`src/rtl/lcd_timing_gen.sv`:
```
// lcd_timing_gen: raster timing and 18-bit RGB (external source or test patterns) for an LVDS transmitter; ports clk, rst, mode, pix_req/pix_x/pix_y/pix_data, frame_start, HSync, VSync, DataEnable, Red, Green, Blue
module lcd_timing_gen #(
  parameter int H_ACTIVE = 800,
  parameter int H_FP     = 40,
  parameter int H_SYNC   = 128,
  parameter int H_BP     = 88,
  parameter int V_ACTIVE = 480,
  parameter int V_FP     = 1,
  parameter int V_SYNC   = 3,
  parameter int V_BP     = 21,
  parameter bit HS_POL   = 1'b0,
  parameter bit VS_POL   = 1'b0,
  parameter int BAR_W    = 100
) (
  input  logic        clk,
  input  logic        rst,
  input  logic [1:0]  mode,
  output logic        pix_req,
  output logic [10:0] pix_x,
  output logic [9:0]  pix_y,
  input  logic [17:0] pix_data,
  output logic        frame_start,
  output logic        HSync,
  output logic        VSync,
  output logic        DataEnable,
  output logic [5:0]  Red,
  output logic [5:0]  Green,
  output logic [5:0]  Blue
);
  localparam int H_TOTAL = H_ACTIVE + H_FP + H_SYNC + H_BP;
  localparam int V_TOTAL = V_ACTIVE + V_FP + V_SYNC + V_BP;
  localparam logic [10:0] H_LAST = 11'(H_TOTAL - 1);
  localparam logic [10:0] H_ACT  = 11'(H_ACTIVE);
  localparam logic [10:0] HS_BEG = 11'(H_ACTIVE + H_FP);
  localparam logic [10:0] HS_END = 11'(H_ACTIVE + H_FP + H_SYNC);
  localparam logic [10:0] B_LAST = 11'(BAR_W - 1);
  localparam logic [9:0]  V_LAST = 10'(V_TOTAL - 1);
  localparam logic [9:0]  V_ACT  = 10'(V_ACTIVE);
  localparam logic [9:0]  VS_BEG = 10'(V_ACTIVE + V_FP);
  localparam logic [9:0]  VS_END = 10'(V_ACTIVE + V_FP + V_SYNC);
  logic [10:0] h, bar_cnt;
  logic [9:0]  v;
  logic        fc, fc1;
  logic [2:0]  bar_idx, bar1;
  logic [1:0]  mode_r, mode_eff, m1, m2;
  logic        h_wrap, v_wrap, at_origin, active, in_hs, in_vs;
  logic        hs1, vs1, de2, hs2, vs2;
  logic [17:0] int_rgb, c2, d2;
  assign h_wrap    = h == H_LAST;
  assign v_wrap    = v == V_LAST;
  assign at_origin = h == 11'd0 && v == 10'd0;
  assign active    = h < H_ACT && v < V_ACT;
  assign in_hs     = h >= HS_BEG && h < HS_END;
  assign in_vs     = v >= VS_BEG && v < VS_END;
  // the frame starting at the origin already uses the mode sampled there
  assign mode_eff  = at_origin ? mode : mode_r;
  // bar colour bits: red for indices 0,1,4,5; green for 0-3; blue for even indices
  assign int_rgb = m1 == 2'd1 ? {{6{~bar1[1]}}, {6{~bar1[2]}}, {6{~bar1[0]}}} :
                   m1 == 2'd2 ? {3{pix_x[5:0]}} :
                   {18{pix_x[3] ^ pix_y[3] ^ fc1}};
  always_ff @(posedge clk) begin
    if (rst) begin
      h           <= '0;
      v           <= '0;
      fc          <= 1'b0;
      bar_cnt     <= '0;
      bar_idx     <= '0;
      mode_r      <= mode;
      pix_req     <= 1'b0;
      pix_x       <= '0;
      pix_y       <= '0;
      frame_start <= 1'b0;
      hs1         <= ~HS_POL;
      vs1         <= ~VS_POL;
      fc1         <= 1'b0;
      bar1        <= '0;
      m1          <= '0;
      de2         <= 1'b0;
      hs2         <= ~HS_POL;
      vs2         <= ~VS_POL;
      m2          <= '0;
      c2          <= '0;
      d2          <= '0;
      DataEnable  <= 1'b0;
      HSync       <= ~HS_POL;
      VSync       <= ~VS_POL;
      Red         <= '0;
      Green       <= '0;
      Blue        <= '0;
    end else begin
      h <= h_wrap ? 11'd0 : h + 11'd1;
      if (h_wrap) v <= v_wrap ? 10'd0 : v + 10'd1;
      if (h_wrap && v_wrap) fc <= ~fc;
      // bar index tracks h / BAR_W without a divider, saturating at 7
      bar_cnt <= (h_wrap || bar_cnt == B_LAST) ? 11'd0 : bar_cnt + 11'd1;
      bar_idx <= h_wrap ? 3'd0 : (bar_cnt == B_LAST && bar_idx != 3'd7) ? bar_idx + 3'd1 : bar_idx;
      if (at_origin) mode_r <= mode;
      pix_req     <= active;
      if (active) pix_x <= h;
      if (active) pix_y <= v;
      frame_start <= at_origin;
      hs1         <= in_hs ? HS_POL : ~HS_POL;
      vs1         <= in_vs ? VS_POL : ~VS_POL;
      fc1         <= fc;
      bar1        <= bar_idx;
      m1          <= mode_eff;
      de2         <= pix_req;
      hs2         <= hs1;
      vs2         <= vs1;
      m2          <= m1;
      c2          <= int_rgb;
      d2          <= pix_data;
      DataEnable  <= de2;
      HSync       <= hs2;
      VSync       <= vs2;
      {Red, Green, Blue} <= de2 ? (m2 == 2'd0 ? d2 : c2) : 18'd0;
    end
  end
endmodule

```
`config.mk`:
```
export PLATFORM = sky130hd
export DESIGN_NAME = lcd_timing_gen
export DESIGN_NICKNAME = d
export VERILOG_FILES = /design/src/rtl/lcd_timing_gen.sv
export SDC_FILE = /design/constraint.sdc
export NUM_CORES = 1
export LEC_CHECK = 0
export ABC_AREA = 1
export CORE_MARGIN = 8
export CORE_UTILIZATION = 49
export DETAILED_ROUTE_END_ITERATION = 12
export PLACE_DENSITY = 0.75
export SLEW_MARGIN = 20
export SYNTH_ARGS = -nofsm -noshare
export SYNTH_HDL_FRONTEND = slang
export SYNTH_SLANG_ARGS = --single-unit
```
`constraint.sdc`:
```
create_clock -name clk -period 1.3 [get_ports clk]
set_input_delay 0.13 -clock clk [delete_from_list [all_inputs] [get_ports clk]]
set_output_delay 0.13 -clock clk [all_outputs]
set_load 0.05 [all_outputs]
```
# == Word level (Yosys, flattened, before mapping) ==
# Cells that the tools add are included.
# classes
add_sub_neg,4
order_cmp,6
reduce_logical,13
n_bitwise,7
mux,8
n_eq_ne,6
# op_table
cell,n
18-bit 2-to-1 mux,3
"11-bit by 1-bit adder with 11-bit output, second input constant",2
"11-bit by 10-bit less-than comparator with 1-bit output, second input constant",2
"10-bit by 9-bit less-than comparator with 1-bit output, second input constant",2
"11-bit == test, second input constant",1
"11-bit by 7-bit == test with 1-bit output, second input constant",1
"11-bit by 10-bit >= comparator with 1-bit output, second input constant",1
11-bit zero test,1
"10-bit by 1-bit adder with 10-bit output, second input constant",1
"10-bit by 9-bit == test with 1-bit output, second input constant",1
"10-bit by 9-bit >= comparator with 1-bit output, second input constant",1
10-bit zero test,1
10-bit 2-to-1 mux,1
1-bit logical AND,6
2-bit OR reduction,3
1-bit inverter,5
2-bit 2-to-1 mux,2
"3-bit by 1-bit adder with 3-bit output, second input constant",1
"3-bit != test, second input constant",1
"2-bit by 1-bit == test with 1-bit output, second input constant",1
"2-bit == test, second input constant",1
2-bit zero test,1
1-bit 2-to-1 mux,2
1-bit XOR,2
1-bit logical OR,1
# word_totals
elab_cells,71
out_inout_bits,44
regBits,131
input_bits,22

# == Longest topological paths before layout ==
# logic_depth
word_depth,4
ltp_mapped,11
ltp_nobuf,10

# == Worst setup path before layout ==
# OpenSTA, ideal clock, no wires.
# synth_path
path_kind,flip-flop to flip-flop
start,register h[0]
end,register bar_cnt[10]
period_less_slack_ns,1.447
setup_slack_ns,-0.147
required_time_ns,1.192
setup_time_ns,0.108
t_arrival_ns,1.339
path_stages_with_launch,11
n_path_buf,0
path_cell_list,dfxtp_1 ha_1 nand3_2 nor2_4 nand2_4 nand2_4 inv_4 nand2_8 inv_2 nand3_2 inv_2
# synth_via
elab_chain_cells,3
# synth_rtl
item,line,text
from (decl),41,"logic [10:0] h, bar_cnt;"
from (signal assigned),91,h <= h_wrap ? 11'd0 : h + 11'd1;
11-bit == test,49,assign h_wrap = h == H_LAST;
1-bit logical OR,95,bar_cnt <= (h_wrap || bar_cnt == B_LAST) ? 11'd0 : bar_cnt + 11'd1;
2-bit OR reduction (no line),--,
to (signal assigned),95,
to (decl),41,
# Every way passes these cells.
# A chain may end at the register's enable or synchronous reset.

# == Final worst setup path ==
# layout_path
start,register bar_cnt[1]
end,register bar_idx[1]
# layout_via
elab_chain_cells,2
# layout_rtl
item,line,text
11-bit by 7-bit == test with 1-bit output,96,bar_idx <= h_wrap ? 3'd0 : (bar_cnt == B_LAST && bar_idx != 3'd7) ? bar_idx + 3'd1 : bar_idx;
1-bit logical AND,96,
to (signal assigned),96,
to (decl),44,"logic [2:0] bar_idx, bar1;"
# Every way passes these cells.

==> results.sh <==
export IMPL_status="finished with violations"
export IMPL_violations="setup timing"
export IMPL_p_per_area_mw_per_mm2=1180
export IMPL_ant_nets=0
export IMPL_synth_compound_area_share_pct=9.72
export IMPL_netlist_instances=652
export IMPL_rrSetupSlack_ps=-140
export IMPL_r2r_end="bar_idx[1]"
export IMPL_ctsLongestPathBuffers=2
export IMPL_chipHeight_um=120
export IMPL_h_tree_depth=4
export IMPL_io_buffers=65
export IMPL_avgSynthCellArea_um2=8.09
export IMPL_path_class="reg2reg"
export IMPL_critPathLaunchType="flip-flop"
export IMPL_antenna_found_initial=0
export IMPL_worst_path_max_fanout=5
export IMPL_numCtsBuffers=17
export IMPL_grt_usage_pct=18.8
export IMPL_worstHoldStart="rst"
export IMPL_path_clk_slew_ps=60
export IMPL_syn_cell_area_mm2=0.00528
export IMPL_final_common_cell="dfxtp_1"
export IMPL_overflow=0
export IMPL_insertedDiodeCount=0
export IMPL_clock_sinks=131
export IMPL_synth_top_area_cell="dfxtp_1"
export IMPL_cts_tree="yes"
export IMPL_maxClockFrequency_ghz=0.692
export IMPL_synth_adder_area_share_pct=2.13
export IMPL_timing_rr_start="bar_cnt[1]"
export IMPL_end_kind="flip-flop"
export IMPL_synth_top_family_by_area="simple AND/OR/NAND/NOR gates"
export IMPL_cap_viol_max_count=0
export IMPL_ys_ff_latch=131
export IMPL_area_growth_pct=51.8
export IMPL_vdd_drop_max_v=0.000910
export IMPL_yosysSeqAreaShare_pct=49.7
export IMPL_slew_violations=0
export IMPL_relSlewSlack_pct=75.0
export IMPL_min_to="d2[1]"
export IMPL_routedWlPerCell_um=16.0
export IMPL_worstMarginPinSlew_ps=376
export IMPL_dp_hpwl_um=9150
export IMPL_min_path_cells=3
export IMPL_num_vias=4865
export IMPL_rsz0062_at_grt="true"
export IMPL_report_final_hold_viol_count=0
export IMPL_clock_skew_ps=7.40
export IMPL_place_gp_congestion=0.893
export IMPL_finalSetupViolations=45
export IMPL_grt_max_degree=74
export IMPL_vias_per_cell=5.19
export IMPL_die_area_mm2=0.0143
export IMPL_dpl_worst_slack_ps=-133
export IMPL_synth_area_leaders="dfxtp_1 50%, nor2_1 7.6%, nand2_1 7.3%"
export IMPL_cp_arrival_ps=1850
export IMPL_cts_hold_buffers=0
export IMPL_core_area_mm2=0.0107
export IMPL_dr_pass1_iters=5
export IMPL_yosysTopAreaCellShare_pct=49.7
export IMPL_synth_mux_area_share_pct=0
export IMPL_min_period_ps=1440
export IMPL_drc=0
export IMPL_final_cell_mix="107 x dfxtp_1, 97 x nor2_1, 81 x nand2_1"
export IMPL_grt_pass1_wl_um=22000
export IMPL_synth_nets=683
export IMPL_yosys_area_share_xor_xnor_pct=0.498
export IMPL_die_w_um=120
export IMPL_fin_crit_sh_pct=111
export IMPL_hold_class="in2reg"
export IMPL_p_leak_nw=3.42
export IMPL_cts_root_buf="clkbuf_8"
export IMPL_row_count=38
export IMPL_drive_gt1_share_pct=39.9
export IMPL_clkLatencyLatePin_ps=520
export IMPL_num_io_pins=66
export IMPL_r2r_cells=6
export IMPL_final_nets=816
export IMPL_yosysUniqueCellTypes=38
export IMPL_yosysWarnings=0
export IMPL_layout_setup_ws_ps=-144
export IMPL_first_iter_violations=288
export IMPL_critPathRequiredTime_ps=1700
export IMPL_start_util_pct=49.3
export IMPL_drt_total_wl_um=15000
export IMPL_grt_pass1_vias=4725
export IMPL_synth_simple_gate_area_share_pct=28.4
export IMPL_final_setup_tns_ps=-1750
==> cells by family (layout without fill, tap and decap cells) <==
group           after synthesis  count (layout)
compound gates               86              86
xor+xnor                      3               3
fa+ha+maj                     9               9
buf+inv                     111             255
flops                       131             131
simple gates                312             313
==> worst max-delay path, cell delays in order, from the launching register on <==
cell and delay (ps):
dfxtp_2 360, ha_4 170, nand2_4 60, nor3_4 270
nand3_2 190, o21ai_1 200, nor2_1 70
==> stage by stage <==
step / hold WS (ps) / instances / area [µm²] / utilization, % / total power, W
floorplan: 237 / 652 / 5310 / - / 0.00471
global placement: 402 / 889 / 6850 / 64.0 / 0.00502
detailed placement: 403 / 889 / 6850 / 64.0 / 0.00505
CTS: 108 / 927 / 7560 / 70.6 / 0.00943
global route: 115 / 937 / 8010 / 74.9 / 0.00980
finish: 122 / 937 / 8010 / 74.9 / 0.00947
==> synth_stat cells <==
| cell type | number |
|---|---|
| buf_2 | 3 |
| o211ai_1 | 1 |
| clkbuf_1 | 7 |
| nand2_4 | 2 |
| inv_1 | 76 |
| o21ai_2 | 3 |
| nor3_1 | 5 |
| and2_1 | 1 |
| nor2_1 | 107 |
| buf_12 | 2 |
| xor2_1 | 3 |
| nand3_1 | 38 |
| o21ai_1 | 1 |
| nand4_1 | 8 |
| buf_1 | 5 |
| clkinv_1 | 2 |
| buf_6 | 6 |
| nor2_2 | 3 |
| buf_4 | 1 |
| nor3_2 | 4 |
| nand2_2 | 9 |
| a31oi_1 | 2 |
| nor2_4 | 5 |
| inv_4 | 1 |
| o21ai_0 | 25 |
| nand2_1 | 102 |
| nand3b_1 | 2 |
| or2_2 | 9 |
| ha_1 | 9 |
| o21bai_1 | 1 |
| a21oi_1 | 36 |
| nand2_8 | 1 |
| nor3b_2 | 2 |
| a21oi_2 | 17 |
| dfxtp_1 | 131 |
| inv_2 | 8 |
| nand3_2 | 12 |
| nor4_1 | 2 |
==> state kept, by name, indices dropped and copies added (netlist names), 2 cells and up <==
signal	cells
pix_x	11
m2	2
pix_y	10
bar_cnt	11
Red	6
v	10
d2	18
Green	6
h	11
c2	18
mode_r	2
bar_idx	3
Blue	6
bar1	3
m1	2
==> what timing repair did <==
action,in CTS,in global routing
cloned,1,1
pin swaps,11,42
endpoints found under the setup margin,47,76
buffers inserted,6,9
resized for setup,39,105
==> routing by layer <==
layer	global-route usage [%]	share of wire, %	vias up
met1	19.6	38	2340
met2	34.5	54	157
li1	-	-	2328
met4	9.21	3.3	0
met3	4.93	4.9	40
met5	0	0	-
==> power breakdown <==
part	switching (W)	internal [W]
sequential	0.0000888	0.00415
clock	0.00176	0.00263
combinational	0.000469	0.000368
total	0.00232	0.00715
==> worst max-delay path by stage <==
stage,from,endpoint,cells after the start
floorplan,h[0],v[5],9
global placement,h[1],v[5],9
detailed placement,v[0],mode_r[0],9
CTS,h[0],bar_cnt[9],10
global route,bar_cnt[1],bar_idx[1],6
finish,bar_cnt[1],bar_idx[1],6
==> layout make-up <==
type	count	area [µm²]
Fill cell	650	2690
Tap cell	140	175
Inverter	87	342
Multi-Input combinational cell	411	2550
Clock buffer	20	445
Sequential cell	131	2670
Timing Repair Buffer	137	1720
Clock inverter	11	104
No activity file was read; power rests on OpenSTA's default activity.
